===== src/rtl/ps2_host_tx.sv =====
// rtl/ps2_host_tx.sv - Host-to-device PS/2 command transmitter
// Sends one byte over open-drain clock/data pull-low enables and reports ACK, NAK or timeout.
module ps2_host_tx #(
    parameter int INHIBIT_CYCLES = 15000,
    parameter int SETUP_CYCLES   = 100,
    parameter int FILTER_CYCLES  = 8,
    parameter int TIMEOUT_CYCLES = 2000000
) (
    input  logic       clk,
    input  logic       reset,
    input  logic [7:0] tx_data,
    input  logic       tx_valid,
    output logic       tx_ready,
    input  logic       ps2_clk_in,
    input  logic       ps2_data_in,
    output logic       ps2_clk_drive_low,
    output logic       ps2_data_drive_low,
    output logic       rx_inhibit,
    output logic       tx_done,
    output logic       tx_error,
    output logic       err_timeout
);

    localparam int PHASE_MAX = (INHIBIT_CYCLES > SETUP_CYCLES) ? INHIBIT_CYCLES : SETUP_CYCLES;
    localparam int PW = $clog2(PHASE_MAX + 1);
    localparam int FW = $clog2(FILTER_CYCLES + 1);
    localparam int TW = $clog2(TIMEOUT_CYCLES + 1);

    localparam logic [PW-1:0] INH_LAST   = PW'(INHIBIT_CYCLES - 1);
    localparam logic [PW-1:0] SETUP_LAST = PW'(SETUP_CYCLES - 1);
    localparam logic [FW-1:0] FILT_LAST  = FW'(FILTER_CYCLES - 1);
    localparam logic [TW-1:0] TO_LAST    = TW'(TIMEOUT_CYCLES - 1);

    typedef enum logic [2:0] {
        S_IDLE,
        S_INHIBIT,
        S_START,
        S_SEND,
        S_ACK,
        S_WAIT_IDLE
    } state_t;

    state_t        state_q, state_d;
    logic          clk_meta_q, clk_meta_d, clk_sync_q, clk_sync_d;
    logic          data_meta_q, data_meta_d, data_sync_q, data_sync_d;
    logic          filt_q, filt_d;
    logic [FW-1:0] filt_cnt_q, filt_cnt_d;
    logic          fall_q, fall_d;
    logic [PW-1:0] phase_cnt_q, phase_cnt_d;
    logic [3:0]    bit_cnt_q, bit_cnt_d;
    logic [8:0]    shift_q, shift_d;
    logic [TW-1:0] to_cnt_q, to_cnt_d;
    logic [FW-1:0] idle_cnt_q, idle_cnt_d;
    logic          ack_q, ack_d;
    logic          clk_drive_low_q, clk_drive_low_d;
    logic          data_drive_low_q, data_drive_low_d;
    logic          tx_ready_q, tx_ready_d;
    logic          rx_inhibit_q, rx_inhibit_d;
    logic          tx_done_q, tx_done_d;
    logic          tx_error_q, tx_error_d;
    logic          err_timeout_q, err_timeout_d;

    always_comb begin
        clk_meta_d  = ps2_clk_in;
        clk_sync_d  = clk_meta_q;
        data_meta_d = ps2_data_in;
        data_sync_d = data_meta_q;

        // Accept a new clock level only after FILTER_CYCLES consecutive differing samples
        filt_d     = filt_q;
        filt_cnt_d = '0;
        if (clk_sync_q != filt_q) begin
            if (filt_cnt_q == FILT_LAST) begin
                filt_d = clk_sync_q;
            end else begin
                filt_cnt_d = filt_cnt_q + 1'b1;
            end
        end
        fall_d = filt_q & ~filt_d;

        state_d          = state_q;
        phase_cnt_d      = phase_cnt_q;
        bit_cnt_d        = bit_cnt_q;
        shift_d          = shift_q;
        to_cnt_d         = to_cnt_q;
        idle_cnt_d       = idle_cnt_q;
        ack_d            = ack_q;
        clk_drive_low_d  = clk_drive_low_q;
        data_drive_low_d = data_drive_low_q;
        tx_done_d        = 1'b0;
        tx_error_d       = 1'b0;
        err_timeout_d    = 1'b0;

        case (state_q)
            S_IDLE: begin
                if (tx_valid && tx_ready_q) begin
                    shift_d          = {~^tx_data, tx_data};
                    bit_cnt_d        = '0;
                    phase_cnt_d      = '0;
                    clk_drive_low_d  = 1'b1;
                    data_drive_low_d = 1'b0;
                    state_d          = S_INHIBIT;
                end
            end
            S_INHIBIT: begin
                if (phase_cnt_q == INH_LAST) begin
                    phase_cnt_d      = '0;
                    data_drive_low_d = 1'b1;
                    state_d          = S_START;
                end else begin
                    phase_cnt_d = phase_cnt_q + 1'b1;
                end
            end
            S_START: begin
                if (phase_cnt_q == SETUP_LAST) begin
                    phase_cnt_d     = '0;
                    clk_drive_low_d = 1'b0;
                    to_cnt_d        = '0;
                    state_d         = S_SEND;
                end else begin
                    phase_cnt_d = phase_cnt_q + 1'b1;
                end
            end
            S_SEND: begin
                to_cnt_d = to_cnt_q + 1'b1;
                if (fall_q) begin
                    bit_cnt_d = bit_cnt_q + 4'd1;
                    // Tenth fall is the stop bit: release data and await the device ACK
                    if (bit_cnt_q == 4'd9) begin
                        data_drive_low_d = 1'b0;
                        state_d          = S_ACK;
                    end else begin
                        data_drive_low_d = ~shift_q[0];
                        shift_d          = {1'b0, shift_q[8:1]};
                    end
                end
            end
            S_ACK: begin
                to_cnt_d = to_cnt_q + 1'b1;
                if (fall_q) begin
                    ack_d      = ~data_sync_q;
                    idle_cnt_d = '0;
                    state_d    = S_WAIT_IDLE;
                end
            end
            S_WAIT_IDLE: begin
                to_cnt_d = to_cnt_q + 1'b1;
                if (clk_sync_q && data_sync_q) begin
                    if (idle_cnt_q == FILT_LAST) begin
                        idle_cnt_d = '0;
                        tx_done_d  = ack_q;
                        tx_error_d = ~ack_q;
                        state_d    = S_IDLE;
                    end else begin
                        idle_cnt_d = idle_cnt_q + 1'b1;
                    end
                end else begin
                    idle_cnt_d = '0;
                end
            end
            default: begin
                clk_drive_low_d  = 1'b0;
                data_drive_low_d = 1'b0;
                state_d          = S_IDLE;
            end
        endcase

        // Timeout overrides everything, including an ACK fall in the same cycle
        if ((state_q == S_SEND || state_q == S_ACK || state_q == S_WAIT_IDLE) &&
            to_cnt_q == TO_LAST) begin
            clk_drive_low_d  = 1'b0;
            data_drive_low_d = 1'b0;
            tx_done_d        = 1'b0;
            tx_error_d       = 1'b1;
            err_timeout_d    = 1'b1;
            state_d          = S_IDLE;
        end

        tx_ready_d   = (state_d == S_IDLE);
        rx_inhibit_d = (state_d != S_IDLE);
    end

    always_ff @(posedge clk or posedge reset) begin
        if (reset) begin
            state_q          <= S_IDLE;
            clk_meta_q       <= 1'b1;
            clk_sync_q       <= 1'b1;
            data_meta_q      <= 1'b1;
            data_sync_q      <= 1'b1;
            filt_q           <= 1'b1;
            filt_cnt_q       <= '0;
            fall_q           <= 1'b0;
            phase_cnt_q      <= '0;
            bit_cnt_q        <= '0;
            shift_q          <= '0;
            to_cnt_q         <= '0;
            idle_cnt_q       <= '0;
            ack_q            <= 1'b0;
            clk_drive_low_q  <= 1'b0;
            data_drive_low_q <= 1'b0;
            tx_ready_q       <= 1'b1;
            rx_inhibit_q     <= 1'b0;
            tx_done_q        <= 1'b0;
            tx_error_q       <= 1'b0;
            err_timeout_q    <= 1'b0;
        end else begin
            state_q          <= state_d;
            clk_meta_q       <= clk_meta_d;
            clk_sync_q       <= clk_sync_d;
            data_meta_q      <= data_meta_d;
            data_sync_q      <= data_sync_d;
            filt_q           <= filt_d;
            filt_cnt_q       <= filt_cnt_d;
            fall_q           <= fall_d;
            phase_cnt_q      <= phase_cnt_d;
            bit_cnt_q        <= bit_cnt_d;
            shift_q          <= shift_d;
            to_cnt_q         <= to_cnt_d;
            idle_cnt_q       <= idle_cnt_d;
            ack_q            <= ack_d;
            clk_drive_low_q  <= clk_drive_low_d;
            data_drive_low_q <= data_drive_low_d;
            tx_ready_q       <= tx_ready_d;
            rx_inhibit_q     <= rx_inhibit_d;
            tx_done_q        <= tx_done_d;
            tx_error_q       <= tx_error_d;
            err_timeout_q    <= err_timeout_d;
        end
    end

    assign tx_ready           = tx_ready_q;
    assign rx_inhibit         = rx_inhibit_q;
    assign ps2_clk_drive_low  = clk_drive_low_q;
    assign ps2_data_drive_low = data_drive_low_q;
    assign tx_done            = tx_done_q;
    assign tx_error           = tx_error_q;
    assign err_timeout        = err_timeout_q;

endmodule


===== config.mk =====
export PLATFORM = sky130hd
export DESIGN_NAME = ps2_host_tx
export DESIGN_NICKNAME = d
export VERILOG_FILES = /design/src/rtl/ps2_host_tx.sv
export SDC_FILE = /design/constraint.sdc
export NUM_CORES = 1
export LEC_CHECK = 0
export ABC_AREA = 0
export CAP_MARGIN = 10
export CORE_ASPECT_RATIO = 0.75
export CORE_UTILIZATION = 30
export CTS_CLUSTER_DIAMETER = 200
export DETAILED_ROUTE_END_ITERATION = 10
export MAX_ROUTING_LAYER = met4
export REMOVE_ABC_BUFFERS = 1
export SLEW_MARGIN = 20
export SYNTH_ARGS = -nofsm -noshare
export SYNTH_HDL_FRONTEND = slang
export SYNTH_SLANG_ARGS = --single-unit

===== constraint.sdc =====
create_clock -name clk -period 3.48 [get_ports clk]
set_input_delay 0.348 -clock clk [delete_from_list [all_inputs] [get_ports clk]]
set_output_delay 0.348 -clock clk [all_outputs]
set_load 0.1 [all_outputs]

# Word level (Yosys, flattened, before mapping)
# Index checks and enable logic that the tools add are counted.
# Widths: inputs -> output; s select.
# classes
muxes,50
n_reduce_logical,24
n_eq_ne,23
bitwise,5
add_sub_neg,5
# ops
op,n
$mux 14,3
$pmux 14 s3,1
$pmux 21 s2,1
$mux 4,7
$mux 3,9
$mux 9,3
$add 21x1->21 const B,1
$eq 21x21->1 const B,1
$mux 21,1
$mux 1,19
$pmux 3 s6,1
$pmux 9 s2,1
$pmux 4 s2,2
$add 14x1->14 const B,1
$eq 14x14->1 const B,1
$eq 14x7->1 const B,1
$add 4x1->4 const B,3
$ne 2x2->1 const B,5
$ne 3x3->1 const B,3
$eq 4x3->1 const B,2
$reduce_and 2->1,4
$reduce_and 4->1,2
$reduce_xnor 8->1,1
$eq 3x2->1 const B,2
other kinds (18),32
# totals
out_inout_bits,7
wordCells,128
register_bits,73
in_bits,13

# Logic depth before layout (Yosys ltp)
# Gate-level depths: netlist (run 1).
# logic_depth
word_depth,6
depth_mapped,9
ltp_nobuf,7

# Worst setup path before layout (run 1)
# OpenSTA, ideal clock, no wires.
# synth_timing
path_kind,register to register
startpoint,reg tx_ready_q (netlist: tx_ready)
endpoint,reg shift_q[0]
arrival_time_ns,1.999
n_path_buf,2
synth_period_minus_slack_ns,2.076
slack_ns,1.404
setup_ns,0.077
required_time_ns,3.403
path_stages_with_launch,8
path_cell_list,dfstp_2 > nand3b_1 > o31ai_2 > o21a_1 > buf_2 > buf_4 > nor2_1 > a21oi_1
# synth_between
elab_chain_cells,3
# synth_lines
item,line,source
"start, declared",57,"logic tx_ready_q, tx_ready_d;"
"start signal, assigned",223,tx_ready_q <= tx_ready_d;
$logic_and 1x1->1,96,if (tx_valid && tx_ready_q) begin
$ne 2x2->1 (no source line),n/a,
$reduce_and 4->1 (no source line),n/a,
"end signal, assigned",217,shift_q <= shift_d;
"end, declared",51,"logic [8:0] shift_q, shift_d;"
# No other way between the ends.
# A chain may end at the register's enable or synchronous reset.

# Final worst setup path (run 1)
# layout_timing
startpoint,reg phase_cnt_q[0]
endpoint,reg phase_cnt_q[4]
# layout_between
elab_chain_cells,3
elab_cells_between_ends,6
cone_classes,1 x add/sub; 2 x eq/ne; 3 x mux
# layout_lines
item,line,source
"start, declared",49,"logic [PW-1:0] phase_cnt_q, phase_cnt_d;"
"start signal, assigned",215,phase_cnt_q <= phase_cnt_d;
"$add 14x1->14, or another cell as far along","111, 121",
$mux 14 (on tied branches),"115, 106",
$pmux 14 s3 *,94,case (state_q)
# Mark *: on every way between the ends. The rest lies on a longest branch, timed or not.

==> results.ini, run 1 <==
[synth]
ys_types=59
seq_area_frac_synth_pct=48.6
netlist_area_sq_mm=0.00378
synthTopCellsByCount=dfrtp_1, nor2_1, nand2_1, nand3_1, xnor2_1
syn_inst=383
synth_edf_count=0
synthFlopType=dfrtp_1
post-synth-top-count-cell=dfrtp_1
synth_area_leaders=dfrtp_1, xnor2_1, nor2_1
synth.avg_cell_area_sq_um=9.86
synthArstFlopShare_pct=100
ys_warn_count=0
synthDominantCellAreaShare_pct=44.4
yosysTopAreaCell=dfrtp_1
ys_ff_latch=73

[grt]
grt.total_usage_pct=13.3
grt_overflow=0
grt_first_pass_wirelength_um=13300
grt_antenna_before_repair=0
grt_max_degree=74
grt_pass1_vias=2740

[placed_design]
gp_congestion=0.824
port-buffer-count=19
place_hpwl_um=5560

[power_and_ir_drop]
netSwitchingFraction_pct=27.1
pwr-share-seq_pct=40.1
p_int_mw=1.95
vdd_drop_max_mv=0.394
clkPwrFrac_pct=43.1
powerDensity_mw_per_mm2=596
p_leak_nw=1.87
switchingPower_mw=0.725
pwr-share-comb_pct=16.8

[run_status]
status=finished clean

[routing]
drt_first_pass_iters=4
wl_met2_um=3330
antenna_left=0
routedWlPerCell_um=13.6
route.detailed.drc=0
drt-met1-wl_um=3890
vias=2842
highest-signal-layer=met4
met3_wirelength_um=389
viasPerCell=4.97
wl_um=7770
drtIter0Drc=223

[die]
die_w_um=132
die_height_um=99.2
coreArea_sq_mm=0.0123
dieArea_sq_mm=0.0130
pin_count=20
rows=35
initial_core_util_pct=30.8

[critical_path]
end_kind=flop
slowest_stage=nor2_1
critPathRequiredTime_ns=3.66
crit_chain=ha_1 > nor4b_1 > and4_1 > o32ai_2 > nor2_1 > nor2_1
worstSetupStartpointType=flop
cp_max_fo=12
arrival_ns=2.71
criticalPathCategory=flop to flop
crit_path_frequent_cell=nor2_1
critPathMaxStageDelay_ns=0.73

[cts]
cts-buffers-inserted=9
postCtsSetupRepairBufs=0
path_clk_slew_ns=0.06
cts_resized=0
worstSkewPairLatency_ns=0.34
cts_sinks=73
h-tree-depth=3
cts_root_buffer=clkbuf_16
clock_path_buffers=2
cts_tree=built
hold_buffers=0

[timing]
finalCritPeriodShare_pct=72.6
fin_skew_ns=0.00739
setup_viol=0
slew_headroom_pct=34.7
period_needed_ns=2.53
rsz0062_at_grt=no
tightest_slew_ns=0.976
fin_setup_tns_ns=0
fmax_ghz=0.396
hold_viol=0
finalMaxSlewViolations=0

[cells_and_area]
utilization_pct=36.7
diodes=0
nets=420
area_growth_pct=19.1
drive_above_1_share_pct=10.8

[run]
cap_violations=0

[hold_path]
hold_path.class=flop to flop

[cells by family (layout without fill, tap and decap cells)]
logic type	count (synthesis)	in the layout	synth area share, %
AO/OA/AOI/OAI	70	70	12.6
XOR/XNOR	25	25	5.80
adder cells (fa/ha/maj)	6	6	1.99
buffers and inverters	24	47	3.18
flip-flops	73	73	48.6
multiplexers	15	15	4.01
AND/OR/NAND/NOR	170	170	23.9
[layout by cell type, fill, tap and decap left out, types with 8 or more instances in the layout]
| cell type | Yosys | routed |
|---|---|---|
| o21ai_0 | 19 | 19 |
| nand2_1 | 40 | 40 |
| xnor2_1 | 20 | 20 |
| nand4_1 | 8 | 8 |
| mux2i_1 | 14 | 14 |
| nand3_1 | 20 | 20 |
| dfrtp_1 | 67 | 67 |
| a21oi_1 | 16 | 16 |
| clkbuf_16 | 0 | 9 |
| nor2_1 | 44 | 44 |
| clkdlybuf4s50_1 | 0 | 19 |
| inv_1 | 10 | 9 |
[worst paths after layout]
| check | start | to | slack, ns | depth (start not counted) |
|---|---|---|---|---|
| min in group asynchronous | reset | phase_cnt_q[11]$_DFFE_PP0P_ | 0.39 | 3 |
| min | clk_meta_q$_DFF_PP1_ | clk_sync_q$_DFF_PP1_ | 0.36 | 0 |
| max | phase_cnt_q[0]$_DFFE_PP0P_ | phase_cnt_q[4]$_DFFE_PP0P_ | 0.95 | 6 |
| max in group asynchronous | reset | data_sync_q$_DFF_PP1_ | 2.73 | 3 |
| max reg2reg | phase_cnt_q[0]$_DFFE_PP0P_ | phase_cnt_q[4]$_DFFE_PP0P_ | 0.95 | 6 |
| min reg2reg | clk_meta_q$_DFF_PP1_ | clk_sync_q$_DFF_PP1_ | 0.36 | 0 |
[critical path: cells and delay by family, from the launching register on]
kind / cells / cell delay, ns
simple gates: 4 / 1.52
fa+ha+maj: 1 / 0.28
flops: 1 / 0.43
compound gates: 1 / 0.14
[per-stage QoR]
step | std cells | hold WS, ns | power, mW | area, sq um | worst slack [ns]
floorplan | 369 | 0.345 | 1.41 | 3690 | 1.29
global placement | 556 | 0.347 | 1.53 | 4120 | 1.11
detailed placement | 556 | 0.350 | 1.54 | 4120 | 0.974
CTS | 572 | 0.359 | 2.71 | 4500 | 0.957
global route | 572 | 0.368 | 2.81 | 4500 | 0.644
finish | 572 | 0.358 | 2.68 | 4500 | 0.952
[power groups by stage]
stage | sequential [mW] | clock (mW) | combinational, mW
3_3_place_gp | 1.08 | 0 | 0.446
2_1_floorplan | 1.18 | 0 | 0.233
6_report | 1.07 | 1.15 | 0.451
4_1_cts | 1.07 | 1.18 | 0.458
5_1_grt | 1.09 | 1.21 | 0.502
3_5_place_dp | 1.09 | 0 | 0.455
[metal layers]
layer / vias to the layer above / track usage [%]
li1: 1398 / -
met1: 1369 / 17.5
met2: 58 / 19.2
met3: 17 / 3.67
met4: 0 / 5.99
met5: - / -
[flip-flops by register name (all words and copies together) (netlist names), 3 cells and up]
signal       count
bit_cnt_q        4
filt_cnt_q       4
idle_cnt_q       4
phase_cnt_q     14
shift_q          9
state_q          3
to_cnt_q        21
[layout make-up]
class | count | area, sq um
clock buffer | 11 | 253
clock inverter | 5 | 125
timing repair buffer | 21 | 218
fill | 1228 | 7760
sequential | 73 | 1830
tap | 166 | 208
multi-input combinational | 286 | 1820
inverter | 10 | 37.5
No activity file was read; power rests on OpenSTA's default activity.
==> run 2: changes to the inputs <==
Clock period 3.48 ns to 2.3 ns, I/O delays scaled along.
==> results.ini, run 2 (same netlist as run 1, synthesis figures left out) <==
[run_status]
status=finished clean  ; unchanged

[timing]
fmax_ghz=0.495  ; was 0.396 GHz
fin_setup_tns_ns=0  ; unchanged
hold_viol=0  ; unchanged
period_needed_ns=2.02  ; was 2.53 ns
finalMaxSlewViolations=0  ; unchanged
slew_headroom_pct=67.2  ; was 34.7%
finalCritPeriodShare_pct=87.9  ; was 72.6%
rsz0062_at_grt=no  ; unchanged
setup_viol=0  ; unchanged
tightest_slew_ns=0.492  ; was 0.976 ns
holdWs_ns=0.294  ; was 0.358 ns
fin_skew_ns=0.00938  ; was 0.00739 ns

[placed_design]
place_hpwl_um=5680  ; was 5560 um
gp_congestion=0.818  ; was 0.824
port-buffer-count=19  ; unchanged

[routing]
vias=2865  ; was 2842
drtIter0Drc=201  ; was 223
antenna_left=0  ; unchanged
wl_um=7770  ; about the same
drt_first_pass_iters=4  ; unchanged
route.detailed.drc=0  ; unchanged
routedWlPerCell_um=13.3  ; was 13.6 um
viasPerCell=4.91  ; was 4.97

[power_and_ir_drop]
powerDensity_mw_per_mm2=888  ; was 596 mW/mm^2
vdd_drop_max_mv=0.485  ; was 0.394 mV
p_leak_nw=1.92  ; was 1.87 nW

[critical_path]
reg2regPathDepth=6  ; unchanged
criticalPathCategory=flop to flop  ; unchanged
critPathRequiredTime_ns=2.48  ; was 3.66 ns
arrival_ns=2.20  ; was 2.71 ns
r2r_setup_slack_ns=0.28  ; was 0.95 ns
worstSetupStartpointType=flop  ; unchanged
cp_max_fo=5  ; was 12
end_kind=flop  ; unchanged

[cells_and_area]
top_regs=to_cnt_q: 21 flops, phase_cnt_q: 14 flops, shift_q: 9 flops  ; unchanged
final_common_cell=dfrtp_1  ; unchanged
area_growth_pct=20.2  ; was 19.1%
largest_reg_flops=21  ; unchanged
nets=431  ; was 420
drive_above_1_share_pct=14.9  ; was 10.8%
diodes=0  ; unchanged
fillers=1229  ; was 1228
regMostFlops=to_cnt_q  ; unchanged
mostFrequentLayoutCells=dfrtp_1, nor2_1, nand2_1  ; was dfrtp_1, nor2_1, nand2_1, xnor2_1, nand3_1

[grt]
grt_antenna_before_repair=0  ; unchanged
grt_first_pass_wirelength_um=13800  ; was 13300 um
grt_overflow=0  ; unchanged
grt.total_usage_pct=13.8  ; was 13.3%
grt_max_degree=39  ; was 74
grt_pass1_vias=2867  ; was 2740

[cts]
path_clk_slew_ns=0.06  ; about the same
postCtsSetupRepairBufs=0  ; unchanged
h-tree-depth=3  ; unchanged
cts_sinks=73  ; unchanged
cts_tree=built  ; unchanged
cts_root_buffer=clkbuf_16  ; unchanged
clock_path_buffers=2  ; unchanged
cts_resized=0  ; unchanged
hold_buffers=0  ; unchanged
cts-buffers-inserted=9  ; unchanged
worstSkewPairLatency_ns=0.34  ; about the same

[die]
die_height_um=99.2  ; unchanged
coreArea_sq_mm=0.0123  ; unchanged
rows=35  ; unchanged
initial_core_util_pct=30.8  ; unchanged
die_w_um=132  ; unchanged
pin_count=20  ; unchanged
dieArea_sq_mm=0.0130  ; unchanged

[run]
cap_violations=0  ; unchanged

[hold_path]
hold_depth=1  ; was 0
hold_path.class=input port to flop  ; was flop to flop

-- run 2: cell type report --
class	instances	area [sq um]	share of cell area, %
flip-flops and latches	73	1830	40.4
repair buffers	32	270	5.95
clock inverters	7	143	3.14
clock buffers	9	225	4.96
well taps	166	208	4.57
inverters	10	37.5	0.827
multi-input cells	286	1820	40.1
-- run 2: stage by stage --
stage | utilization (%) | area [sq um] | total power [mW] | cells | setup WS (ns)
6_report | 37.0 | 4540 | 4.03 | 583 | 0.278
5_1_grt | 37.0 | 4540 | 4.23 | 583 | 0.0303
4_1_cts | 37.0 | 4540 | 4.08 | 583 | 0.273
3_3_place_gp | 34.0 | 4170 | 2.32 | 567 | 0.309
3_5_place_dp | 34.0 | 4170 | 2.34 | 567 | 0.276
2_1_floorplan | - | 3690 | 2.14 | 369 | 0.116
-- run 2: path summary, 6_finish.rpt --
kind,from,end
setup / recovery,phase_cnt_q[1]$_DFFE_PP0P_,rx_inhibit$_DFF_PP0_
hold / removal,ps2_clk_in,clk_meta_q$_DFF_PP1_
setup reg to reg,phase_cnt_q[1]$_DFFE_PP0P_,rx_inhibit$_DFF_PP0_
hold reg to reg,data_meta_q$_DFF_PP1_,data_sync_q$_DFF_PP1_
max in group asynchronous,reset,to_cnt_q[20]$_DFFE_PP0P_
min in group asynchronous,reset,state_q[2]$_DFF_PP0_
-- run 2: critical path, stage by stage (launching register included) --
cell and delay (ns):
dfrtp_1 0.42, ha_1 0.27, nor4b_1 0.28, and4_1 0.32, o311ai_1 0.12, o211ai_1 0.27
o311ai_0 0.19
-- run 2: where the power goes --
group          switching [mW]  leakage (nW)  internal [mW]
Sequential              0.147         0.951           1.47
Clock                   0.549         0.180           1.17
Combinational           0.432         0.794          0.261
-- run 2: metal layers --
layer	GRT usage (%)	up-vias	share of wire, %
met5	-	-	0
li1	-	1418	-
met1	18.2	1371	50
met2	20.1	64	44
met3	4.23	12	5.0
met4	4.47	0	1.5
